==> config.mk <==
export PLATFORM = sky130hd
export DESIGN_NAME = mac_accum
export DESIGN_NICKNAME = d
export VERILOG_FILES = /design/src/rtl/mac_accum.sv
export SDC_FILE = /design/constraint.sdc
export NUM_CORES = 1
export LEC_CHECK = 0
export BUFFER_PORTS_ARGS = -buffer_cell sky130_fd_sc_hd__buf_2
export CAP_MARGIN = 0
export CORE_UTILIZATION = 35
export DETAILED_ROUTE_END_ITERATION = 8
export GPL_ROUTABILITY_DRIVEN = 0
export SLEW_MARGIN = 10
export SYNTH_ARGS = -nofsm -noshare
export SYNTH_HDL_FRONTEND = slang
export SYNTH_SLANG_ARGS = --single-unit
==> constraint.sdc <==
create_clock -name clk -period 3.4 [get_ports clk]
set_clock_uncertainty 0.15 [all_clocks]
set_input_delay 0.68 -clock clk [delete_from_list [all_inputs] [get_ports clk]]
set_output_delay 0.68 -clock clk [all_outputs]
set_load 0.02 [all_outputs]
==> src/rtl/mac_accum.sv <==
// Purpose : sums each group of N_TERMS unsigned 16-bit products into one ACC_W-bit result with a sticky overflow flag.
// Latency : out_valid rises one cycle after the accept of a group's last term; one term per cycle sustained.
// Backpr. : in_ready drops only on a group's last term while the previous result is still held and out_ready is low.
//
// Ports:
//   clk, rst              rising-edge clock, asynchronous active-high reset
//   in_valid/in_ready     product handshake, in_prod = 16-bit unsigned product
//   out_valid/out_ready   result handshake, out_sum = group sum, out_ovf = overflow seen in the group
//
// Build option: ACC_SAT_EN -- when defined, an add that carries out clamps the
// accumulator to all-ones for the rest of the group; otherwise sums wrap.
module mac_accum #(
    parameter int N_TERMS = 8,
    parameter int ACC_W   = 24
) (
    input  logic             clk,
    input  logic             rst,
    input  logic             in_valid,
    output logic             in_ready,
    input  logic [15:0]      in_prod,
    output logic             out_valid,
    input  logic             out_ready,
    output logic [ACC_W-1:0] out_sum,
    output logic             out_ovf
);

    localparam int                CNT_W    = (N_TERMS > 1) ? $clog2(N_TERMS) : 1;
    localparam logic [CNT_W-1:0]  LAST_CNT = CNT_W'(N_TERMS - 1);
`ifdef ACC_SAT_EN
    localparam logic [ACC_W-1:0]  ACC_MAX  = '1;
`endif

    logic [CNT_W-1:0] cnt_q, cnt_d;
    logic [ACC_W-1:0] acc_q, acc_d;
    logic             ovf_q, ovf_d;
    logic             out_valid_q, out_valid_d;
    logic [ACC_W-1:0] out_sum_q, out_sum_d;
    logic             out_ovf_q, out_ovf_d;

    logic             last_term;
    logic             accept;
    logic [ACC_W-1:0] prod_ext;
    logic [ACC_W:0]   add_w;
    logic [ACC_W-1:0] term_acc;
    logic             term_ovf;

    always_comb begin
        last_term = (cnt_q == LAST_CNT);
        // Only the last term of a group needs the output slot, so only it can stall.
        in_ready  = !(last_term && out_valid_q && !out_ready);
        accept    = in_valid && in_ready;

        prod_ext  = ACC_W'(in_prod);
        add_w     = {1'b0, acc_q} + {1'b0, prod_ext};

        // Value the accumulator takes if this term is accepted; the first term
        // of a group restarts the sum instead of adding to the previous group.
        if (cnt_q == '0) begin
            term_acc = prod_ext;
            term_ovf = 1'b0;
        end else begin
            term_ovf = ovf_q | add_w[ACC_W];
`ifdef ACC_SAT_EN
            // Folding in ovf_q keeps the accumulator pinned once it has clamped.
            term_acc = term_ovf ? ACC_MAX : add_w[ACC_W-1:0];
`else
            term_acc = add_w[ACC_W-1:0];
`endif
        end

        cnt_d       = cnt_q;
        acc_d       = acc_q;
        ovf_d       = ovf_q;
        out_valid_d = out_valid_q;
        out_sum_d   = out_sum_q;
        out_ovf_d   = out_ovf_q;

        if (accept) begin
            acc_d = term_acc;
            ovf_d = term_ovf;
            cnt_d = last_term ? '0 : cnt_q + CNT_W'(1);
        end

        // A completing group wins over a drain in the same cycle: the new
        // result replaces the one being consumed and out_valid stays high.
        if (accept && last_term) begin
            out_valid_d = 1'b1;
            out_sum_d   = term_acc;
            out_ovf_d   = term_ovf;
        end else if (out_valid_q && out_ready) begin
            out_valid_d = 1'b0;
        end
    end

    always_ff @(posedge clk or posedge rst) begin
        if (rst) begin
            cnt_q       <= '0;
            acc_q       <= '0;
            ovf_q       <= 1'b0;
            out_valid_q <= 1'b0;
            out_sum_q   <= '0;
            out_ovf_q   <= 1'b0;
        end else begin
            cnt_q       <= cnt_d;
            acc_q       <= acc_d;
            ovf_q       <= ovf_d;
            out_valid_q <= out_valid_d;
            out_sum_q   <= out_sum_d;
            out_ovf_q   <= out_ovf_d;
        end
    end

    assign out_valid = out_valid_q;
    assign out_sum   = out_sum_q;
    assign out_ovf   = out_ovf_q;

endmodule
==> flow_summary.json <==
{
  "met2RoutedLength_um": 3810,
  "ys.warnings.count": 0,
  "count_of_cell_types_in_the_netlist": 55,
  "mappedNetlistNets": 426,
  "first_pass_grt_wire_length_um": 13500,
  "cap_violations": 0,
  "power_density_nw_per_um2": 875,
  "pin_count": 47,
  "antenna_cells": 0,
  "die-height_um": 99.8,
  "post_cts_hold_buffer_count": 0,
  "category_of_the_critical_setup_timing_path": "reg -> reg",
  "global_route.overflow_total": 0,
  "synth_top_flop_cell": "dfrtp_1",
  "postCtsSetupBuffers": 0,
  "setup-tns-final_ns": 0,
  "cts-root-to-sink-buffers": 2,
  "drc": 0,
  "std_cell_rows": 35,
  "cts.repair.resized": 0,
  "detail_route.vias_per_cell": 5.11,
  "p_sw_share_pct": 46.2,
  "ys_ff_latch": 54,
  "dpl.hpwl_um": 5920,
  "setup.worst_path.end_class": "flip-flop",
  "outcome": "complete, no violations",
  "layout.core_utilization_pct": 41.4,
  "holdCritPathClass": "in -> async",
  "power_frac_clock_pct": 11.7,
  "placement.io_buffers": 46,
  "final.min_clock_period_ns": 2.86,
  "power.static_leakage_nw": 1.75,
  "netlist.top_cell.by_area": "dfrtp_1",
  "grt_pass1_vias": 2837,
  "first_pass_iters": 4,
  "critPathRequiredTime_ns": 3.47,
  "core_sq_um": 9240,
  "post_synth_main_area_contributors": "dfrtp_1 40%, nand2_1 7.5%, ha_1 7.1%, o21ai_0 5.4%, a21oi_1 3.6%",
  "synth_commonest_cells": "67 x nand2_1, 54 x dfrtp_1, 36 x o21ai_0",
  "drt_wl_total_um": 7790,
  "clk_pin_slew_worst_paths_ns": 0.11,
  "initialDrtViolationCount": 93,
  "detail_route.wirelength.met1_um": 3640,
  "setup_violations": 0,
  "cts_made_buffers": 5,
  "initial_core_util_pct": 36.2,
  "synth_area_sq_um": 3350,
  "synth_edf_count": 0,
  "worstSetupStartpointType": "flip-flop",
  "top_layer_used": "met4",
  "cts.sinks": 54,
  "max_slew.worst_pin.slew_ns": 0.781,
  "crit_fanout": 20,
  "post_route_cells_drive_above_1_share_pct": 17.6,
  "rsz0062_at_grt": "no",
  "detail_route.wl_per_cell_um": 13.9,
  "min_period_over_period_pct": 84.2,
  "vias": 2864,
  "grt_antenna_before_repair": 0,
  "clock_tree_from_tritoncts": "yes",
  "worst_ep_arrival_time_ns": 2.93,
  "detail-route-antenna-nets": 0,
  "largest_net_degree_at_the_start_of_global_routing": 25,
  "post-synth-top-area-fraction_pct": 40.3,
  "ys_seq_area_share_pct": 40.3,
  "dieArea_sq_um": 9970,
  "global_route.usage.total_pct": 16.7,
  "fmax_mhz": 349,
  "post-synth-top-count-cell": "nand2_1",
  "count_of_mapped_cells_out_of_synthesis": 386,
  "power.internal_mw": 1.80,
  "maxSlewViolCount": 0,
  "seq_power_share_pct": 31.8,
  "layout-area-overhead-vs-synth_pct": 14.2,
  "combPwrFrac_pct": 56.6,
  "vdd_ir_drop_max_v": 0.000357,
  "fillers": 943,
  "htree_num_levels": 2,
  "final-hold-violation-count": 0,
  "nNetsFinal": 470,
  "syn_avg_cell_area_sq_um": 8.68,
  "worst_skew_pair.late_latency_ns": 0.31,
  "power_switching_mw": 1.55,
  "root_buffer": "clkbuf_8",
  "asyncSetResetFlopFracSynth_pct": 100,
  "max_slew_headroom_pct": 47.8,
  "fp.dieW_um": 99.8,
  "sum_of_met3_wire_segment_lengths_after_detailed_routing_um": 258
}
## registers in the layout, indices dropped and copies added, names as in the netlist
signal	flops
cnt_q	3
out_ovf	1
ovf_q	1
out_sum	24
acc_q	24
out_valid	1
## final cells by class
| cell class | count | area, sq um | area share, % |
|---|---|---|---|
| clock inverter | 2 | 16.3 | 0.425 |
| inverter | 13 | 48.8 | 1.28 |
| sequential | 54 | 1350 | 35.3 |
| tap | 129 | 161 | 4.22 |
| multi-input combinational | 303 | 1880 | 49.2 |
| clock buffer | 6 | 82.6 | 2.16 |
| timing repair buffer | 53 | 283 | 7.39 |
## kinds of logic after synthesis
logic type	Yosys count	synth area share [%]
adder cells (fa/ha/maj)	20	7.70
buffers and inverters	29	3.47
flip-flops	54	40.3
multiplexers	6	1.79
AO/OA/AOI/OAI	116	22.7
AND/OR/NAND/NOR	145	19.8
XOR/XNOR	16	4.18
## per-layer routing
layer / vias up / global-route usage [%]
met4: 0 / 4.07
met2: 55 / 29.4
met1: 1354 / 21.5
met3: 6 / 2.65
li1: 1449 / -
met5: - / 0
## power by group through the flow
stage | combinational (mW) | clock [mW] | sequential (mW)
floorplan | 1.33 | 0 | 1.18
global placement | 1.88 | 0 | 1.07
detailed placement | 1.90 | 0 | 1.08
CTS | 1.91 | 0.406 | 1.07
global route | 2.14 | 0.433 | 1.10
finish | 1.89 | 0.390 | 1.06
## worst max-delay path: stages, from the launching register on
cell and delay, ns:
dfrtp_1 0.42, ha_1 0.20, ha_1 0.22, nand3b_1 0.14, and2_1 0.45, nand2_1 0.59, buf_4 0.38, o31ai_1 0.21
## layout by cell type (no fill, tap or decap), types with 2 or more instances in the layout
master    instances
and4_1            2
buf_4             7
o31ai_1           5
mux2i_1           6
nand2b_1          3
dfrtp_1          54
inv_1            12
nor2b_1           6
o21ai_2           2
nor3_1            6
o21ai_1          13
ha_1             19
o21ai_0          36
a211oi_1          2
clkbuf_8          6
xor2_1            7
a221o_1           2
a21oi_1          24
o41ai_1           2
o211ai_1          2
and3_1            5
nand4_1           5
nand3_1           5
buf_2            46
o21a_1            6
or3_1             5
a21oi_2           3
a31oi_1           4
nand2_1          67
xnor2_1           9
o31ai_2           2
nor2_1           32
nand3b_1          2
and2_1            2
## metrics by stage
step / cells / hold slack (ns) / setup slack (ns) / power (mW) / area (sq um)
after global routing: 560 / 0.152 / 0.317 / 3.67 / 3820
final: 560 / 0.148 / 0.537 / 3.35 / 3820
after CTS: 560 / 0.158 / 0.513 / 3.38 / 3820
after global placement: 552 / 0.305 / 0.364 / 2.95 / 3730
after floorplan: 386 / 0.297 / 0.633 / 2.51 / 3350
after detailed placement: 552 / 0.309 / 0.285 / 2.98 / 3730
## path summary, 6_finish.rpt
path | slack [ns] | from | end | depth (start not counted)
max in group asynchronous | 2.34 | rst | acc_q[7] | 3
worst max-delay path | 0.54 | cnt_q[0] | out_sum[16] | 7
worst min-delay path | 0.15 | rst | out_sum[18] | 2
worst min register to register | 0.33 | out_sum[16] | out_sum[16] | 2
min in group clk | 0.33 | out_sum[16] | out_sum[16] | 2
worst max register to register | 0.54 | cnt_q[0] | out_sum[16] | 7
No activity file was read; power rests on OpenSTA's default activity.
